`src/rtl/instr_fetch_queue.sv`:
```
// -----------------------------------------------------------------------------
// instr_fetch_queue
//
// Instruction fetch queue sitting between program memory and dispatch.
// Whole 128-bit lines (four 32-bit instructions) are fetched from memory into a
// line-granular circular buffer. The buffer hands one instruction per cycle,
// together with its PC, to dispatch. A taken jump/branch from dispatch flushes
// every queued line and restarts fetch at the line that holds the target.
//
// Optional feature macro: IFQ_ABORT_EN
//   defined   : abort mirrors jump_branch_valid combinationally, so memory can
//               drop the request that is in flight during a redirect.
//   undefined : abort is tied low. Data returned in a redirect cycle is still
//               discarded by the queue itself.
//
// Parameters
//   DEPTH     queue capacity in lines (power of two, >= 2)
//   RESET_PC  first fetch address after reset
//
// Ports
//   clk                in   clock, all state on the rising edge
//   rst                in   asynchronous active-low reset
//   d_valid            in   mem_data carries the line for the current request
//   mem_data[127:0]    in   fetched line, word k at mem_addr + 4k
//   abort              out  cancel the in-flight memory request
//   m_rd_en            out  memory read request
//   mem_addr[31:0]     out  line-aligned fetch address
//   jump_branch_valid  in   redirect request from dispatch
//   jump_branch_add    in   redirect target (word aligned)
//   d_rd_en            in   dispatch pops the head instruction
//   empty              out  no instruction available
//   i_code[31:0]       out  head instruction (0 when empty)
//   pc_out[31:0]       out  PC of i_code (0 when empty)
// -----------------------------------------------------------------------------
module instr_fetch_queue #(
   parameter int          DEPTH    = 4,
   parameter logic [31:0] RESET_PC = 32'h0040_0000
) (
   input  logic         clk,
   input  logic         rst,
   input  logic         d_valid,
   input  logic [127:0] mem_data,
   output logic         abort,
   output logic         m_rd_en,
   output logic [31:0]  mem_addr,
   input  logic         jump_branch_valid,
   input  logic [31:0]  jump_branch_add,
   input  logic         d_rd_en,
   output logic         empty,
   output logic [31:0]  i_code,
   output logic [31:0]  pc_out
);

   localparam int PTR_W = $clog2(DEPTH);
   localparam int CNT_W = PTR_W + 1;
   localparam logic [CNT_W-1:0] FULL_CNT = CNT_W'(DEPTH);

   // Line addresses are always 16-byte aligned, so only bits [31:4] are kept.
   logic [27:0]      fetch_line_q, fetch_line_d;
   logic [PTR_W-1:0] wr_ptr_q, wr_ptr_d;
   logic [PTR_W-1:0] rd_ptr_q, rd_ptr_d;
   logic [CNT_W-1:0] count_q, count_d;
   logic [1:0]       offset_q, offset_d;

   logic [127:0]     line_data_q [DEPTH];
   logic [27:0]      line_addr_q [DEPTH];

   logic             fill;
   logic             pop;
   logic             free_line;
   logic [127:0]     head_data;
   logic [27:0]      head_line;
   logic [31:0]      head_word;

   // The two low bits of the target are always zero and carry no information.
   logic             unused_addr_bits;
   assign unused_addr_bits = ^jump_branch_add[1:0];

   // -------------------------------------------------------------------------
   // Request side
   // -------------------------------------------------------------------------
   assign empty    = (count_q == '0);
   assign m_rd_en  = (count_q < FULL_CNT) && !jump_branch_valid;
   assign mem_addr = {fetch_line_q, 4'b0000};

   // m_rd_en already excludes redirect cycles, so a fill never races a flush.
   assign fill      = m_rd_en && d_valid;
   assign pop       = d_rd_en && !empty && !jump_branch_valid;
   assign free_line = pop && (offset_q == 2'd3);

`ifdef IFQ_ABORT_EN
   assign abort = jump_branch_valid;
`else
   assign abort = 1'b0;
`endif

   // -------------------------------------------------------------------------
   // Head presentation
   // -------------------------------------------------------------------------
   assign head_data = line_data_q[rd_ptr_q];
   assign head_line = line_addr_q[rd_ptr_q];
   assign head_word = head_data[{offset_q, 5'b00000} +: 32];

   // Entry storage is not reset, so the head is masked whenever it is invalid.
   assign i_code = empty ? 32'h0 : head_word;
   assign pc_out = empty ? 32'h0 : {head_line, offset_q, 2'b00};

   // -------------------------------------------------------------------------
   // Next-state logic
   // -------------------------------------------------------------------------
   always_comb begin
      fetch_line_d = fetch_line_q;
      wr_ptr_d     = wr_ptr_q;
      rd_ptr_d     = rd_ptr_q;
      count_d      = count_q;
      offset_d     = offset_q;

      if (jump_branch_valid) begin
         // Flush: drop every queued line and restart at the target's line.
         // The word offset of the target applies to the first line only,
         // because every later line is entered at offset 0 after a free.
         count_d      = '0;
         rd_ptr_d     = wr_ptr_q;
         fetch_line_d = jump_branch_add[31:4];
         offset_d     = jump_branch_add[3:2];
      end else begin
         if (fill) begin
            wr_ptr_d     = wr_ptr_q + PTR_W'(1);
            fetch_line_d = fetch_line_q + 28'd1;
         end

         if (pop) begin
            offset_d = offset_q + 2'd1;
            if (free_line) begin
               rd_ptr_d = rd_ptr_q + PTR_W'(1);
            end
         end

         case ({fill, free_line})
            2'b10:   count_d = count_q + CNT_W'(1);
            2'b01:   count_d = count_q - CNT_W'(1);
            default: count_d = count_q;
         endcase
      end
   end

   // -------------------------------------------------------------------------
   // Control state
   // -------------------------------------------------------------------------
   always_ff @(posedge clk or negedge rst) begin
      if (!rst) begin
         fetch_line_q <= RESET_PC[31:4];
         wr_ptr_q     <= '0;
         rd_ptr_q     <= '0;
         count_q      <= '0;
         offset_q     <= '0;
      end else begin
         fetch_line_q <= fetch_line_d;
         wr_ptr_q     <= wr_ptr_d;
         rd_ptr_q     <= rd_ptr_d;
         count_q      <= count_d;
         offset_q     <= offset_d;
      end
   end

   // -------------------------------------------------------------------------
   // Line storage (validity is tracked by count_q, so no reset is needed)
   // -------------------------------------------------------------------------
   always_ff @(posedge clk) begin
      if (fill) begin
         line_data_q[wr_ptr_q] <= mem_data;
         line_addr_q[wr_ptr_q] <= fetch_line_q;
      end
   end

endmodule

```
`config.mk`:
```
export PLATFORM = sky130hd
export DESIGN_NAME = instr_fetch_queue
export DESIGN_NICKNAME = d
export VERILOG_FILES = /design/src/rtl/instr_fetch_queue.sv
export SDC_FILE = /design/constraint.sdc
export NUM_CORES = 1
export LEC_CHECK = 0
export BUFFER_PORTS_ARGS = -buffer_cell sky130_fd_sc_hd__buf_2
export CAP_MARGIN = 20
export CORE_UTILIZATION = 25
export CTS_BUF_LIST = sky130_fd_sc_hd__clkbuf_8
export DETAILED_ROUTE_END_ITERATION = 8
export HOLD_SLACK_MARGIN = 0.12
export SYNTH_ARGS = -nofsm -noshare
export SYNTH_HDL_FRONTEND = slang
export SYNTH_SLANG_ARGS = --single-unit
```
`constraint.sdc`:
```
create_clock -name clk -period 7.32 [get_ports clk]
set_input_delay 0.732 -clock clk [delete_from_list [all_inputs] [get_ports clk]]
set_output_delay 0.732 -clock clk [all_outputs]
set_load 0.01 [all_outputs]
```
== Yosys cells after proc, flatten, opt, wreduce, memory -nomap -nowiden ==
Memories as Yosys holds them, arrays and structs flattened.
Index checks and enable logic that the tools add are counted.
Storage, ports and cells
  register bits: 37
  RAM bits: 624
  input bits: 165
  output and inout bits: 99
  logic and storage cells: 46
  memories kept: 2
Memories
  line_data_q: words 4, bits a word 128, read ports 1, clocked after Yosys merged registers in 0, wr ports 1, RTL line 65  | logic [127:0] line_data_q [DEPTH];
  line_addr_q: words 4, bits a word 28, read ports 1, clocked after Yosys merged registers in 0, wr ports 1, RTL line 66  | logic [27:0] line_addr_q [DEPTH];
Operators by class
  $add $sub $neg: 6
  order comparisons: 1
  equality and inequality tests: 3
  shifts and indexed selects: 1
  muxes and demuxes: 13
  bitwise operators: 1
  reductions and logical operators: 14
Operators with widths (number)
  $shiftx 128x8->32: 1
  $mux 32: 2
  $mux 28: 2
  $add 28x1->28 const B: 1
  $mux 2: 5
  $add 2x1->2 const B: 3
  $pmux 3 s2: 1
  $reduce_bool 2->1: 3
  $logic_and 1x1->1: 5
  $eq 2x2->1 const B: 2
  $reduce_and 2->1: 2
  $add 3x1->3 const B: 1
  $logic_not 3->1: 1
  $lt 3x3->1 const B: 1
  $mux 3: 1
  $reduce_bool 3->1: 1
  $sub 3x1->3 const B: 1
  $eq 2x1->1 const B: 1
  $logic_not 1->1: 2
  $mux 1: 2
  $not 1->1: 1

== Depth between registers and ports, before layout ==
  word-level depth: 8
  depth in mapped cells: 7
  gate-level depth less buffers: 7

== Least setup slack after synthesis ==
OpenSTA, ideal clock, no wires.
  path kind: in2reg
  start point: input jump_branch_valid
  end point: memory line_addr_q[2][0] (enable)
  library setup time: 536 ps
  data arrival time: 5231 ps
  data required time: 6784 ps
  slack: 1553 ps
  cell stages on the path: 5
  path buffers: 3
  cell sequence: clkbuf_1 -> inv_1 -> clkbuf_1 -> clkbuf_1 -> and3_1
On the way
  longest elaborated chain between the ends: 5
Ends and longest elaborated chain
  start: declaration: RTL line 46  | input logic jump_branch_valid,
  $logic_not 1->1: RTL line 83  | assign m_rd_en = (count_q < FULL_CNT) && !jump_branch_valid;
  $logic_and 1x1->1: RTL line 83
  $logic_and 1x1->1: RTL line 87  | assign fill = m_rd_en && d_valid;
  $mux 1: RTL line 170  | if (fill) begin
  $mux 1 (not written as such): RTL line 172  | line_addr_q[wr_ptr_q] <= fetch_line_q;
  end: declaration: RTL line 66
Every way passes these cells.

== Final worst setup path ==
  start point: register rd_ptr_q[1]
  end point: output i_code[30]
On the way
  longest elaborated chain between the ends: 3
Ends and longest elaborated chain
  start: declaration: RTL line 61  | logic [PTR_W-1:0] rd_ptr_q, rd_ptr_d;
  start signal: assignment: RTL line 160  | rd_ptr_q <= rd_ptr_d;
  $mem_v2 4x128
  $shiftx 128x8->32: RTL line 102  | assign head_word = head_data[{offset_q, 5'b00000} +: 32];
  $mux 32: RTL line 105  | assign i_code = empty ? 32'h0 : head_word;
  end: declaration: RTL line 50  | output logic [31:0] i_code,
Every way passes these cells.

==> flow_summary.yaml <==
worst_setup_path:
  r2r_end: "line_addr_q[3][3]$_DFFE_PP_"
  crit_required_ps: 6590
  path_max_fanout: 109
  crit_arrival_ps: 3360
  worstRegToRegCells: 4
  startpoint_type: "flip-flop"
  critPathCaptureType: "output port"
  r2r_slack_ps: 4040
  path_class: "reg -> out"
  r2r-start: "count_q[2]$_DFFE_PN0P_"
grt:
  grt_max_degree: 110
  grt_pass1_wl_mm: 91.6
  antenna_found_initial: 11
  overflow: 0
  track_usage: 0.118
  first_global_vias: 14965
detailed_routing:
  totalWireLength_mm: 61.8
  drtIter0Drc: 818
  dr.pass1.iters: 5
  wl_per_cell_um: 19.8
  post-route-drc-count: 0
  antenna_left: 0
  vias: 13515
  routed_via_density: 4.33
sta:
  maxSlewViolCount: 0
  fmax_mhz: 244
  tns_ps: 0
  whs_ps: 220
  slew_headroom: 0.336
  setup_violations: 0
  rsz0062_at_grt: "no"
  min_period_ps: 4100
  finClkSkew_ps: 22.2
  worst_pin_slew_ps: 997
  finalCritPeriodShare: 0.560
  hold_viol_final: 0
placement:
  hpwlAfterDp_mm: 34.2
  gp_congestion: 0.732
  port_buffers: 254
power:
  swShare: 0.280
  clockPowerShare: 0.321
  combPwrFrac: 0.211
  peakVddDrop_uv: 199
  pwr-share-seq: 0.468
  power_density_nw_per_um2: 315
  intPower_w: 0.00733
  total_leakage_power_nw: 11.0
  p_sw_w: 0.00285
logic_synthesis:
  syn_inst: 1209
  ys_seq_area_frac: 0.762
  synth.distinct_cells: 46
  ys_ff_latch: 661
  synth_edf_count: 624
  yosys_warnings: 0
  synthesis.area_um2: 25800
  synth_area_per_cell_um2: 21.3
  synth_ff_type: "edfxtp_1"
  synthArstFlopShare: 0.0560
clock_tree:
  clk_pin_slew_ps: 60
  cts_root_buf: "clkbuf_8"
  cts_buffers: 110
  cts-htree-levels: 3
  cts_setup_buffers: 0
  clock_path_buffers: 3
  cts_sinks: 661
  clk_latency_ps: 760
  tritoncts: "yes"
final_layout:
  drive_gt1_frac: 0.334
  seqCellArea_um2: 19700
  fin_util: 0.317
  mostFrequentLayoutCells: "624 x edfxtp_1, 254 x buf_2, 156 x mux4_2"
  nets: 1836
  fillers: 9866
  layout_commonest_cell: "edfxtp_1"
  multi_input_area_um2: 5790
  synthToLayoutAreaGrowth_pct: 25.4
floorplanning:
  rows: 117
  die_x_um: 323
  ioPinCount: 264
  design.core.area_um2: 102000
  fp.dieH_um: 323
  design.die.area_um2: 104000
  start_util: 0.253
worst_hold_path:
  min_to: "fetch_line_q[5]$_DFFE_PN0P_"
  holdCritPathClass: "in -> reg"
  hold_depth: 3
  hold_start: "jump_branch_add[9]"
flow_run:
  drv_cap: 0
status:
  status: "finished, final reports clean"
[power by group through the flow]
stage | Sequential [W] | Clock [W] | Combinational [W]
after CTS | 0.00478 | 0.00339 | 0.00222
after detailed placement | 0.00486 | 0 | 0.00214
final | 0.00477 | 0.00327 | 0.00214
after floorplan | 0.00477 | 0 | 0.00154
after global placement | 0.00483 | 0 | 0.00212
after global routing | 0.00481 | 0.00355 | 0.00234
[stage by stage]
step           power, W  setup WS, ps  instance area (um^2)  instances
2_1_floorplan   0.00630          1550                 25800       1215
3_3_place_gp    0.00695          3060                 28700       2777
3_5_place_dp    0.00700          3000                 28700       2778
4_1_cts          0.0104          2990                 32300       3116
5_1_grt          0.0107          2920                 32300       3122
6_report         0.0102          3220                 32300       3123
[worst max-delay path, cell delays in order, from the launching register on]
cell and delay [ps]:
dfrtp_4 940, buf_12 660, mux4_2 400, mux2i_1 200
o22ai_1 140, buf_2 220
[Yosys cell counts (2+ instances only)]
library cell	n	area share
mux2i_1	67	0.026
clkbuf_1	26	0.0038
o311ai_0	4	0.0014
nand4_1	8	0.0019
or3_1	6	0.0015
o211ai_1	6	0.0017
buf_1	12	0.0017
xor2_1	11	0.0037
or4_1	4	0.0012
nor3_1	3	0.00058
edfxtp_1	624	0.73
nand3_1	11	0.0021
ha_1	6	0.0029
buf_2	25	0.0049
nor2_1	13	0.0019
and3_1	11	0.0027
o31ai_1	5	0.0015
xnor2_1	5	0.0017
nand4_4	2	0.0016
buf_4	9	0.0026
mux4_2	156	0.14
o21ai_0	20	0.0039
a31oi_1	10	0.0024
o22ai_1	32	0.0078
dfrtp_1	36	0.035
nand2_1	33	0.0048
nor2b_1	2	0.00049
inv_1	9	0.0013
and2_1	32	0.0078
and4_1	5	0.0017
[flip-flops by register name, summed over array words and instances (netlist names)]
name / cells
fetch_line_q: 28
wr_ptr_q: 2
line_addr_q: 112
line_data_q: 512
offset_q: 2
rd_ptr_q: 2
count_q: 3
[metal layers]
layer / routed length (um) / share of wire / track usage / up-vias
met5: 82 / 0.0013 / 0 / -
met2: 30200 / 0.49 / 0.194 / 353
li1: - / - / - / 5968
met1: 26700 / 0.43 / 0.150 / 7087
met3: 3720 / 0.060 / 0.0337 / 95
met4: 1080 / 0.018 / 0.0385 / 12
[area by class of cell]
type                       instances  area share
inverter                           9     0.00104
clock buffer                     112      0.0477
multi-input combinational        472       0.179
antenna                            5    0.000387
tap                             1368      0.0529
timing repair buffer             410      0.0900
clock inverter                    86      0.0202
sequential                       661       0.609
[cell families (layout without fill, tap and decap cells)]
logic type | count (synthesis) | in the layout | synth area share
XOR/XNOR | 16 | 16 | 0.00543
buffers and inverters | 82 | 617 | 0.0147
AND/OR/NAND/NOR | 136 | 136 | 0.0303
AO/OA/AOI/OAI | 82 | 82 | 0.0206
adder cells (fa/ha/maj) | 7 | 7 | 0.00369
other | 1 | 12 | 0.000145
flip-flops | 661 | 661 | 0.762
multiplexers | 224 | 224 | 0.163
[worst max path at each step]
stage / endpoint / slack [ps] / from
floorplan: line_addr_q[2][0]$_DFFE_PP_ / 1550 / jump_branch_valid
global placement: line_addr_q[3][10]$_DFFE_PP_ / 3060 / jump_branch_valid
detailed placement: line_addr_q[3][27]$_DFFE_PP_ / 3000 / jump_branch_valid
CTS: i_code[30] / 2990 / rd_ptr_q[1]$_DFFE_PN0P_
global route: i_code[30] / 2920 / rd_ptr_q[1]$_DFFE_PN0P_
finish: i_code[30] / 3220 / rd_ptr_q[1]$_DFFE_PN0P_
[repair_timing]
item	CTS	global route
endpoints found under the hold margin	549	0
resized for setup	0	0
hold buffers	140	0
Note: power is estimated with default switching activity, not from simulation.
